<file path="src/rtl/motion_vec_sched_if.sv">
// Tile-result handshake and overlay motion-memory write bus for motion_vec_sched.
// slave is the scheduler's view; master is the producer/overlay side.
interface motion_vec_sched_if #(
  parameter int SCORE_W = 16
) ();
  logic               res_valid;
  logic               res_ready;
  logic [7:0]         res_tile;
  logic [SCORE_W-1:0] res_score;
  logic               vec_we;
  logic [7:0]         vec_addr;
  logic               motion_detected;

  modport slave (
    input  res_valid, res_tile, res_score,
    output res_ready, vec_we, vec_addr, motion_detected
  );
  modport master (
    output res_valid, res_tile, res_score,
    input  res_ready, vec_we, vec_addr, motion_detected
  );
endinterface

</file>
<file path="src/rtl/motion_vec_sched.sv">
// Collects per-tile motion results during a frame, then on VSync rise sweeps all tiles
// out to the overlay memory. Optional per-tile motion persistence under MOTION_HOLD_EN.
module motion_vec_sched #(
  parameter int NTILES      = 256,
  parameter int SCORE_W     = 16,
  parameter int HOLD_FRAMES = 3
) (
  input  logic               pclk,
  input  logic               rst,
  input  logic               s_pVSync,
  input  logic               enable,
  input  logic [SCORE_W-1:0] thresh,
  motion_vec_sched_if.slave  bus,
  output logic               busy,
  output logic [8:0]         frame_motion_cnt,
  output logic               overrun
);
  typedef enum logic [1:0] {IDLE, COLLECT, FLUSH} state_e;

  localparam logic [7:0] LAST_ADDR = 8'(NTILES - 1);

  state_e            state_q;
  logic              vs_q;
  logic [NTILES-1:0] shadow_q;
  logic [7:0]        addr_q;
  logic [8:0]        cnt_q;
  logic              ready_q, we_q, md_q, busy_q, ovr_q;
  logic [7:0]        vaddr_q;
  logic [8:0]        fcnt_q;

  logic vs_rise, hit, last, flush_md;

  assign vs_rise = s_pVSync & ~vs_q;
  assign hit     = bus.res_valid & ready_q & (bus.res_score > thresh);
  assign last    = (addr_q == LAST_ADDR);

`ifdef MOTION_HOLD_EN
  localparam logic [1:0] HOLD_LD = 2'(HOLD_FRAMES);
  logic [NTILES-1:0][1:0] hold_q;
  // Held tiles report motion from the pre-update counter value.
  assign flush_md = shadow_q[addr_q] | (hold_q[addr_q] != 2'd0);
`else
  assign flush_md = shadow_q[addr_q];
`endif

  always_ff @(posedge pclk) begin
    if (rst) begin
      state_q  <= IDLE;
      vs_q     <= 1'b0;
      shadow_q <= '0;
      addr_q   <= '0;
      cnt_q    <= '0;
      ready_q  <= 1'b0;
      we_q     <= 1'b0;
      vaddr_q  <= '0;
      md_q     <= 1'b0;
      busy_q   <= 1'b0;
      fcnt_q   <= '0;
      ovr_q    <= 1'b0;
`ifdef MOTION_HOLD_EN
      hold_q   <= '0;
`endif
    end else begin
      vs_q   <= s_pVSync;
      we_q   <= 1'b0;
      busy_q <= 1'b0;
      case (state_q)
        IDLE: begin
          if (enable) begin
            state_q <= COLLECT;
            ready_q <= 1'b1;
          end
        end
        COLLECT: begin
          // A result accepted on the VSync edge still lands before the sweep.
          if (hit) shadow_q[bus.res_tile] <= 1'b1;
          if (vs_rise) begin
            state_q <= FLUSH;
            ready_q <= 1'b0;
            addr_q  <= '0;
            cnt_q   <= '0;
          end else if (!enable) begin
            state_q <= IDLE;
            ready_q <= 1'b0;
          end
        end
        FLUSH: begin
          we_q             <= 1'b1;
          busy_q           <= 1'b1;
          vaddr_q          <= addr_q;
          md_q             <= flush_md;
          shadow_q[addr_q] <= 1'b0;
`ifdef MOTION_HOLD_EN
          if (shadow_q[addr_q])
            hold_q[addr_q] <= HOLD_LD;
          else if (hold_q[addr_q] != 2'd0)
            hold_q[addr_q] <= hold_q[addr_q] - 2'd1;
`endif
          if (vs_rise) ovr_q <= 1'b1;
          if (last) begin
            fcnt_q  <= cnt_q + 9'(flush_md);
            state_q <= enable ? COLLECT : IDLE;
            ready_q <= enable;
          end else begin
            addr_q <= addr_q + 8'd1;
            cnt_q  <= cnt_q + 9'(flush_md);
          end
        end
        default: begin
          state_q <= IDLE;
          ready_q <= 1'b0;
        end
      endcase
    end
  end

  assign bus.res_ready       = ready_q;
  assign bus.vec_we          = we_q;
  assign bus.vec_addr        = vaddr_q;
  assign bus.motion_detected = md_q;
  assign busy                = busy_q;
  assign frame_motion_cnt    = fcnt_q;
  assign overrun             = ovr_q;
endmodule

</file>
<file path="src/flat_wrapper.sv">
// flat-port wrapper written by rule: the top's interface ports become plain ports
module motion_vec_sched_flat 
#(
  parameter int NTILES      = 256,
  parameter int SCORE_W     = 16,
  parameter int HOLD_FRAMES = 3
)
  (pclk, rst, s_pVSync, enable, thresh, busy, frame_motion_cnt, overrun, bus_res_valid, bus_res_tile, bus_res_score, bus_res_ready, bus_vec_we, bus_vec_addr, bus_motion_detected);
  motion_vec_sched_if #(.SCORE_W(SCORE_W)) bus_i ();
  input  logic pclk;
  input  logic rst;
  input  logic s_pVSync;
  input  logic enable;
  input  logic [SCORE_W-1:0] thresh;
  output logic busy;
  output logic [8:0] frame_motion_cnt;
  output logic overrun;
  input wire logic [$bits(bus_i.res_valid)-1:0] bus_res_valid;
  input wire logic [$bits(bus_i.res_tile)-1:0] bus_res_tile;
  input wire logic [$bits(bus_i.res_score)-1:0] bus_res_score;
  output wire logic [$bits(bus_i.res_ready)-1:0] bus_res_ready;
  output wire logic [$bits(bus_i.vec_we)-1:0] bus_vec_we;
  output wire logic [$bits(bus_i.vec_addr)-1:0] bus_vec_addr;
  output wire logic [$bits(bus_i.motion_detected)-1:0] bus_motion_detected;
  assign bus_i.res_valid = bus_res_valid;
  assign bus_i.res_tile = bus_res_tile;
  assign bus_i.res_score = bus_res_score;
  assign bus_res_ready = bus_i.res_ready;
  assign bus_vec_we = bus_i.vec_we;
  assign bus_vec_addr = bus_i.vec_addr;
  assign bus_motion_detected = bus_i.motion_detected;
  motion_vec_sched #(.NTILES(NTILES), .SCORE_W(SCORE_W), .HOLD_FRAMES(HOLD_FRAMES)) u_core (.pclk(pclk), .rst(rst), .s_pVSync(s_pVSync), .enable(enable), .thresh(thresh), .bus(bus_i), .busy(busy), .frame_motion_cnt(frame_motion_cnt), .overrun(overrun));
endmodule
</file>
<file path="config.mk">
export PLATFORM = sky130hd
export DESIGN_NAME = motion_vec_sched_flat
export DESIGN_NICKNAME = d
export VERILOG_FILES = /design/src/rtl/motion_vec_sched_if.sv /design/src/rtl/motion_vec_sched.sv /design/src/flat_wrapper.sv
export SDC_FILE = /design/constraint.sdc
export NUM_CORES = 1
export LEC_CHECK = 0
export ABC_AREA = 1
export CELL_PAD_IN_SITES_DETAIL_PLACEMENT = 0
export CELL_PAD_IN_SITES_GLOBAL_PLACEMENT = 1
export CORE_MARGIN = 2
export CORE_UTILIZATION = 45
export CTS_BUF_LIST = sky130_fd_sc_hd__clkbuf_16
export DETAILED_ROUTE_END_ITERATION = 16
export HOLD_SLACK_MARGIN = 0.02
export PLACE_DENSITY_LB_ADDON = 0.1
export SYNTH_ARGS = -nofsm -noshare
export SYNTH_HDL_FRONTEND = slang
export SYNTH_SLANG_ARGS = --single-unit
</file>
<file path="constraint.sdc">
create_clock -name pclk -period 6 [get_ports pclk]
set_input_delay 1.8 -clock pclk [delete_from_list [all_inputs] [get_ports pclk]]
set_output_delay 1.8 -clock pclk [all_outputs]
set_load 0.1 [all_outputs]
</file>
# After elaboration in Yosys (flattened, before gate mapping)
# Cells that the tools add are included.
word_totals:
  output_inout_bits: 22
  latchBits: 0
  mem_bits_ro: 0
  reg_bits: 297
  elab_cells: 69
  mem_bits_rw: 0
  n_memories: 0
classes:
  n_mux: 26
  n_addsub: 2
  n_reduce_logical: 9
  n_bitwise: 7
  mul: 0
  div_mod_pow: 0
  n_lt_le_gt_ge: 5
  n_eq_ne: 9
  shifts: 0
ops:
  columns: ["op", "count"]
  rows:
  - ["case mux 256 bit (2 select lines)", 1]
  - ["bitwise AND 256 bit", 1]
  - ["2-to-1 mux 256 bit", 1]
  - ["NOT 256 bit", 1]
  - ["bitwise OR 256 bit", 1]
  - ["< comparator 8 x 9 -> 1 bit (second input constant)", 2]
  - ["2-to-1 mux 9 bit", 2]
  - ["case mux 9 bit (2 select lines)", 1]
  - ["demux 1 bit (select 8 bit)", 2]
  - [">= comparator 8 x 1 -> 1 bit (second input constant)", 2]
  - ["> comparator 16 bit", 1]
  - ["2-to-1 mux 8 bit", 2]
  - ["case mux 8 bit (2 select lines)", 1]
  - ["adder 9 x 1 -> 9 bit", 1]
  - ["2-to-1 mux 1 bit", 9]
  - ["adder 8 x 1 -> 8 bit (second input constant)", 1]
  - ["binary-select mux 1 bit (select 8 bit)", 1]
  - ["== test 8 bit (second input constant)", 1]
  - ["2-to-1 mux 2 bit", 4]
  - ["!= test 2 x 1 -> 1 bit (second input constant)", 3]
  - ["case mux 2 bit (3 select lines)", 1]
  - ["AND reduction 2 bit", 3]
  - ["AND reduction 3 bit", 2]
  - ["!= test 2 bit (second input constant)", 2]
  - ["9 further kinds", 12]

# Logic depth before layout (Yosys ltp)
depth:
  ltp_word: 7
  depth_mapped: 25
  depth_no_buf: 23

# Worst setup path before layout
# Ideal clock, no wire load.
synth_path:
  path_type: "input-to-reg"
  start: "input port thresh[11]"
  end: "register u_core.shadow_q[132]"
  setup_time_ns: 0.115
  slack_ns: 2.563
  arrival_ns: 3.322
  path_stages: 15
  n_path_buf: 3
  path_cell_list: "inv_1 -> ha_1 -> nand2_1 -> inv_2 -> nand3_1 -> a31oi_1 -> a211oi_1 -> nand2_1 -> nand2_2 -> nand2_1 -> buf_4 -> buf_6 -> buf_6 -> a21oi_1 -> nor2_1"
synth_between:
  elab_chain_cells: 4
synth_lines:
  columns: ["item", "line_no", "source"]
  rows:
  - ["start, declared", "flat_wrapper.sv:14", "input logic [SCORE_W-1:0] thresh;"]
  - ["> comparator 16 bit", "motion_vec_sched.sv:34", "assign hit = bus.res_valid & ready_q & (bus.res_score > thresh);"]
  - ["bitwise AND 1 bit", "motion_vec_sched.sv:34", null]
  - ["!= test 2 x 1 -> 1 bit (no source line)", null, null]
  - ["AND reduction 2 bit (no source line)", null, null]
  - ["end signal, assigned", "motion_vec_sched.sv:50", "shadow_q <= '0;"]
  - ["end signal, assigned by index", "motion_vec_sched.sv:76", "if (hit) shadow_q[bus.res_tile] <= 1'b1;"]
  - ["end signal, assigned by index", "motion_vec_sched.sv:92", "shadow_q[addr_q] <= 1'b0;"]
  - ["end, declared", "motion_vec_sched.sv:24", "logic [NTILES-1:0] shadow_q;"]
# Every way passes these cells.
# A chain may end at the register's enable or synchronous reset.

# Final worst setup path
layout_path:
  start: "register u_core.addr_q[0]"
  end: "register u_core.fcnt_q[8] (netlist: u_core.frame_motion_cnt[8])"
layout_between:
  elab_chain_cells: 3
  elab_cells_between_ends: 5
  cone_classes: "add/sub (1); eq/ne (1); mux (2); reduce/logical (1)"
layout_lines:
  columns: ["item", "line_no", "source"]
  rows:
  - ["start, declared", "motion_vec_sched.sv:25", "logic [7:0] addr_q;"]
  - ["start signal, assigned", "motion_vec_sched.sv:105", "addr_q <= addr_q + 8'd1;"]
  - ["binary-select mux 1 bit (select 8 bit)", "motion_vec_sched.sv:43", "assign flush_md = shadow_q[addr_q];"]
  - ["2-to-1 mux 1 bit (implied by the code)", "motion_vec_sched.sv:43", null]
  - ["named net u_core.flush_md", "motion_vec_sched.sv:31", "logic vs_rise, hit, last, flush_md;"]
  - ["adder 9 x 1 -> 9 bit", "motion_vec_sched.sv:101", "fcnt_q <= cnt_q + 9'(flush_md);"]
  - ["end signal, assigned", "motion_vec_sched.sv:101", null]
  - ["end, declared", "motion_vec_sched.sv:29", "logic [8:0] fcnt_q;"]
# The timed path passes the listed nets, and every way through them passes these cells. The select of a mux whose other input is x is not followed.

==> out/metrics.csv <==
stage,metric,value,unit
status,status,"finished, final reports clean",
placement,hpwl dp,44700,um
die,Core Box Area,42100,um^2
critical_path,Levels on crit path,23,
power_and_ir_drop,combinational share of power,0.313,
timing,Hold WS,464,ps
yosys,post-synthesis cell type count,40,
die,die area,44600,um^2
power_and_ir_drop,switching power,0.00251,W
min_path,Hold Path Stages,2,
yosys,"Primary FF master, synth",dfxtp_1,
die,die width,211,um
power_and_ir_drop,Clock Power Share,0.349,
timing,Setup TNS Final,0,ps
critical_path,reg2reg end,u_core.frame_motion_cnt[8],
critical_path,CP Capture Point,u_core.frame_motion_cnt[8],
routing,total number of vias,21800,
routing,drt pass-1 iters,6,
layout,"commonest non-fill, non-tap cell in the layout",nand2_1,
critical_path,reg2reg setup slack,1850,ps
yosys,synthesized area,19300,um^2
yosys,Synth async-reset ratio,0,
critical_path,worst reg2reg path depth,23,
run,total of max-cap violations,0,
power_and_ir_drop,sequential group share of total power,0.338,
layout,area delta synth->final,8.69,%
placement,IO buf count,66,
die,Die Y,211,um
routing,drt drc,0,
die,num rows,75,
timing,final-report hold violation count,0,
global_route,largest net degree at the start of global routing,203,
timing,final setup vio count,0,
routing,1st-iter DRT viols,2598,
power_and_ir_drop,Cell Pwr Density,290,nW/um^2
yosys,Post-synth EDFFs,0,
timing,FMAX,0.241,GHz
yosys,syn nets,3294,
yosys,sequential-to-total area share from yosys stat,0.308,
placement,GPL Wtd Cong,0.869,
clock_tree,"Hold-fix buffers, CTS",0,
yosys,"flops & latches, synth",297,
critical_path,Critical Path Start,u_core.addr_q[0],
clock_tree,clk_lat worst skew,570,ps
layout,share of cells above drive strength 1,0.0397,
power_and_ir_drop,Leakage,7.63,nW
power_and_ir_drop,internal cell power,0.00358,W
die,initial core utilization,0.458,
critical_path,Crit path max-delay family,simple AND/OR/NAND/NOR gates,
yosys,syn_area_per_cell,5.99,um^2
yosys,Ys Warns,0,
die,I/O pin cnt,67,
critical_path,CP cell instances,inv_4 > buf_12 > nand2_1 > nand3_1 > nand2_1 > nand2_1 > nand2_1 > nor2_1 > nor2_1 > nor2_1 > nand2_1 > nand2_1 > nand2_1 > nor2_1 > inv_1 > ha_1 > ha_1 > nand3_1 > nor2_1 > nand3_1 > xor2_1 > inv_1 > a21oi_1,
global_route,vias in the first global route,20100,
layout,# fillers,4434,
timing,Worst Tran Pin Value,1170,ps
layout,ANT cells,0,
timing,Layout Skew,20.1,ps
critical_path,critical path class,reg2reg,
clock_tree,CTS sink cnt,297,
critical_path,crit end category,register,
critical_path,"Data arrival, critical path",4650,ps
yosys,Cells after Synth,3223,
placement,dpl cell area,19900,um^2
clock_tree,H-tree levels,2,
global_route,"Remaining Overflow, GRT",0,
clock_tree,CTS tree,built,
power_and_ir_drop,Switching Share,0.412,
timing,period utilization,0.692,
timing,max-slew violations,0,
critical_path,crit path max fanout,67,
critical_path,WP buf/inv,4,
critical_path,cell with the most instances on the worst path,nand2_1,
min_path,Worst Hold Class,reg2reg,
routing,final WL,76000,um
critical_path,CP peak stage delay,710,ps
timing,Slew headroom,0.219,
clock_tree,root buffer cell,clkbuf_16,
global_route,first-pass GRT wire length,117000,um
clock_tree,Clock transition at path regs,60,ps
layout,Nets,3194,
global_route,Tot GR Track Use,0.336,
timing,minimum clock period,4150,ps
clock_tree,CTS resizes,0,
routing,Routed WL per cell,20.6,um
routing,"antenna viol nets, final",0,
critical_path,reg2reg start,u_core.addr_q[0],
power_and_ir_drop,Peak VDD IR,0.000306,V
routing,vias per cell,5.90,
clock_tree,setup bufs post-CTS,0,
critical_path,CP required,6500,ps
clock_tree,TritonCTS Buffers,38,
timing,RSZ-0062 raised after global routing,no,
layout,"commonest non-fill, non-tap cells in the layout","742 x nand2_1, 480 x nor2_1, 382 x a21oi_1, 325 x nand3_1, 295 x dfxtp_1",
critical_path,Slowest cell on crit path,inv_4,
clock_tree,Clock Path Buffers,3,
global_route,antenna violations before repair,0,
layout,cell area after layout,21000,um^2
critical_path,startpoint types,register,
-- final cells by class --
| class | count | area (um^2) | area share |
|---|---|---|---|
| timing repair buffer | 98 | 998 | 0.0476 |
| inverter | 256 | 968 | 0.0462 |
| clock buffer | 39 | 976 | 0.0465 |
| multi-input combinational | 2432 | 11300 | 0.537 |
| clock inverter | 27 | 136 | 0.00650 |
| tap | 539 | 674 | 0.0321 |
| sequential | 297 | 5950 | 0.284 |
-- power groups by stage --
stage          combinational (W)  sequential, W  clock [W]
2_1_floorplan            0.00127        0.00227          0
3_3_place_gp             0.00186        0.00210          0
3_5_place_dp             0.00188        0.00210          0
4_1_cts                  0.00188        0.00206    0.00216
5_1_grt                  0.00204        0.00206    0.00223
6_report                 0.00191        0.00206    0.00212
-- registers in the layout, indices dropped and copies added, names as in the netlist --
name                        cells
u_core.shadow_q               256
u_core.cnt_q                    9
u_core.frame_motion_cnt         9
u_core.addr_q                   8
u_core.bus.vec_addr             8
u_core.state_q                  2
u_core.bus.motion_detected      1
u_core.bus.res_ready            1
u_core.bus.vec_we               1
u_core.overrun                  1
u_core.vs_q                     1
-- cell usage after synthesis (all sizes together) (2+ instances only) --
library cell    n  area share
a31oi           2     0.00065
xor2            6      0.0027
a22oi           2     0.00078
nand2         749        0.15
nor2          491       0.098
a21o            2     0.00078
o22ai          14      0.0045
nor3            2     0.00052
buf           113       0.035
nand3         326       0.085
clkinv          5     0.00097
dfxtp         297        0.31
inv           251       0.049
a21oi         382       0.099
o21ai         317       0.082
ha             26       0.017
clkbuf        125       0.024
a211oi         10      0.0039
o211ai         94       0.037
-- worst register-to-register path, cell delays in order, from the launching register on --
cell and delay (ps):
dfxtp_4 490, inv_4 750, buf_12 370, nand2_1 170, nand3_1 90, nand2_1 70, nand2_1 60, nand2_1 120
nor2_1 190, nor2_1 60, nor2_1 90, nand2_1 90, nand2_1 70, nand2_1 50, nor2_1 250, inv_1 80
ha_1 240, ha_1 230, nand3_1 130, nor2_1 70, nand3_1 80, xor2_1 150, inv_1 70, a21oi_1 120
-- per-layer routing --
metal / GRT usage / wire length, um
met1: 0.452 / 32900
met2: 0.538 / 33800
met3: 0.0470 / 6340
met4: 0.146 / 2940
met5: 0 / 0
-- cells by family (layout without fill, tap and decap cells) --
| group | Yosys count | count (layout) | share of synthesized area |
|---|---|---|---|
| fa+ha+maj | 26 | 26 | 0.0169 |
| xor+xnor | 7 | 7 | 0.00318 |
| buf+inv | 494 | 420 | 0.110 |
| simple gates | 1571 | 1571 | 0.331 |
| compound gates | 828 | 828 | 0.231 |
| flops | 297 | 297 | 0.308 |
-- through the flow --
step | setup slack (ps) | power [W] | instances | util
after floorplan | 2560 | 0.00354 | 3223 | -
after global placement | 1500 | 0.00396 | 3622 | 0.471
after detailed placement | 1540 | 0.00398 | 3622 | 0.471
after CTS | 1860 | 0.00610 | 3688 | 0.498
after global routing | 1590 | 0.00634 | 3688 | 0.498
final | 1850 | 0.00609 | 3688 | 0.498
-- worst min-delay path by stage --
stage	start	endpoint	slack, ps
after global routing	u_core.frame_motion_cnt[3]	u_core.frame_motion_cnt[3]	490
after detailed placement	u_core.frame_motion_cnt[3]	u_core.frame_motion_cnt[3]	460
after floorplan	u_core.cnt_q[0]	u_core.cnt_q[0]	450
after CTS	u_core.frame_motion_cnt[3]	u_core.frame_motion_cnt[3]	470
final	u_core.frame_motion_cnt[3]	u_core.frame_motion_cnt[3]	460
after global placement	u_core.cnt_q[0]	u_core.cnt_q[0]	460
Power figures use the tool's default switching activity.
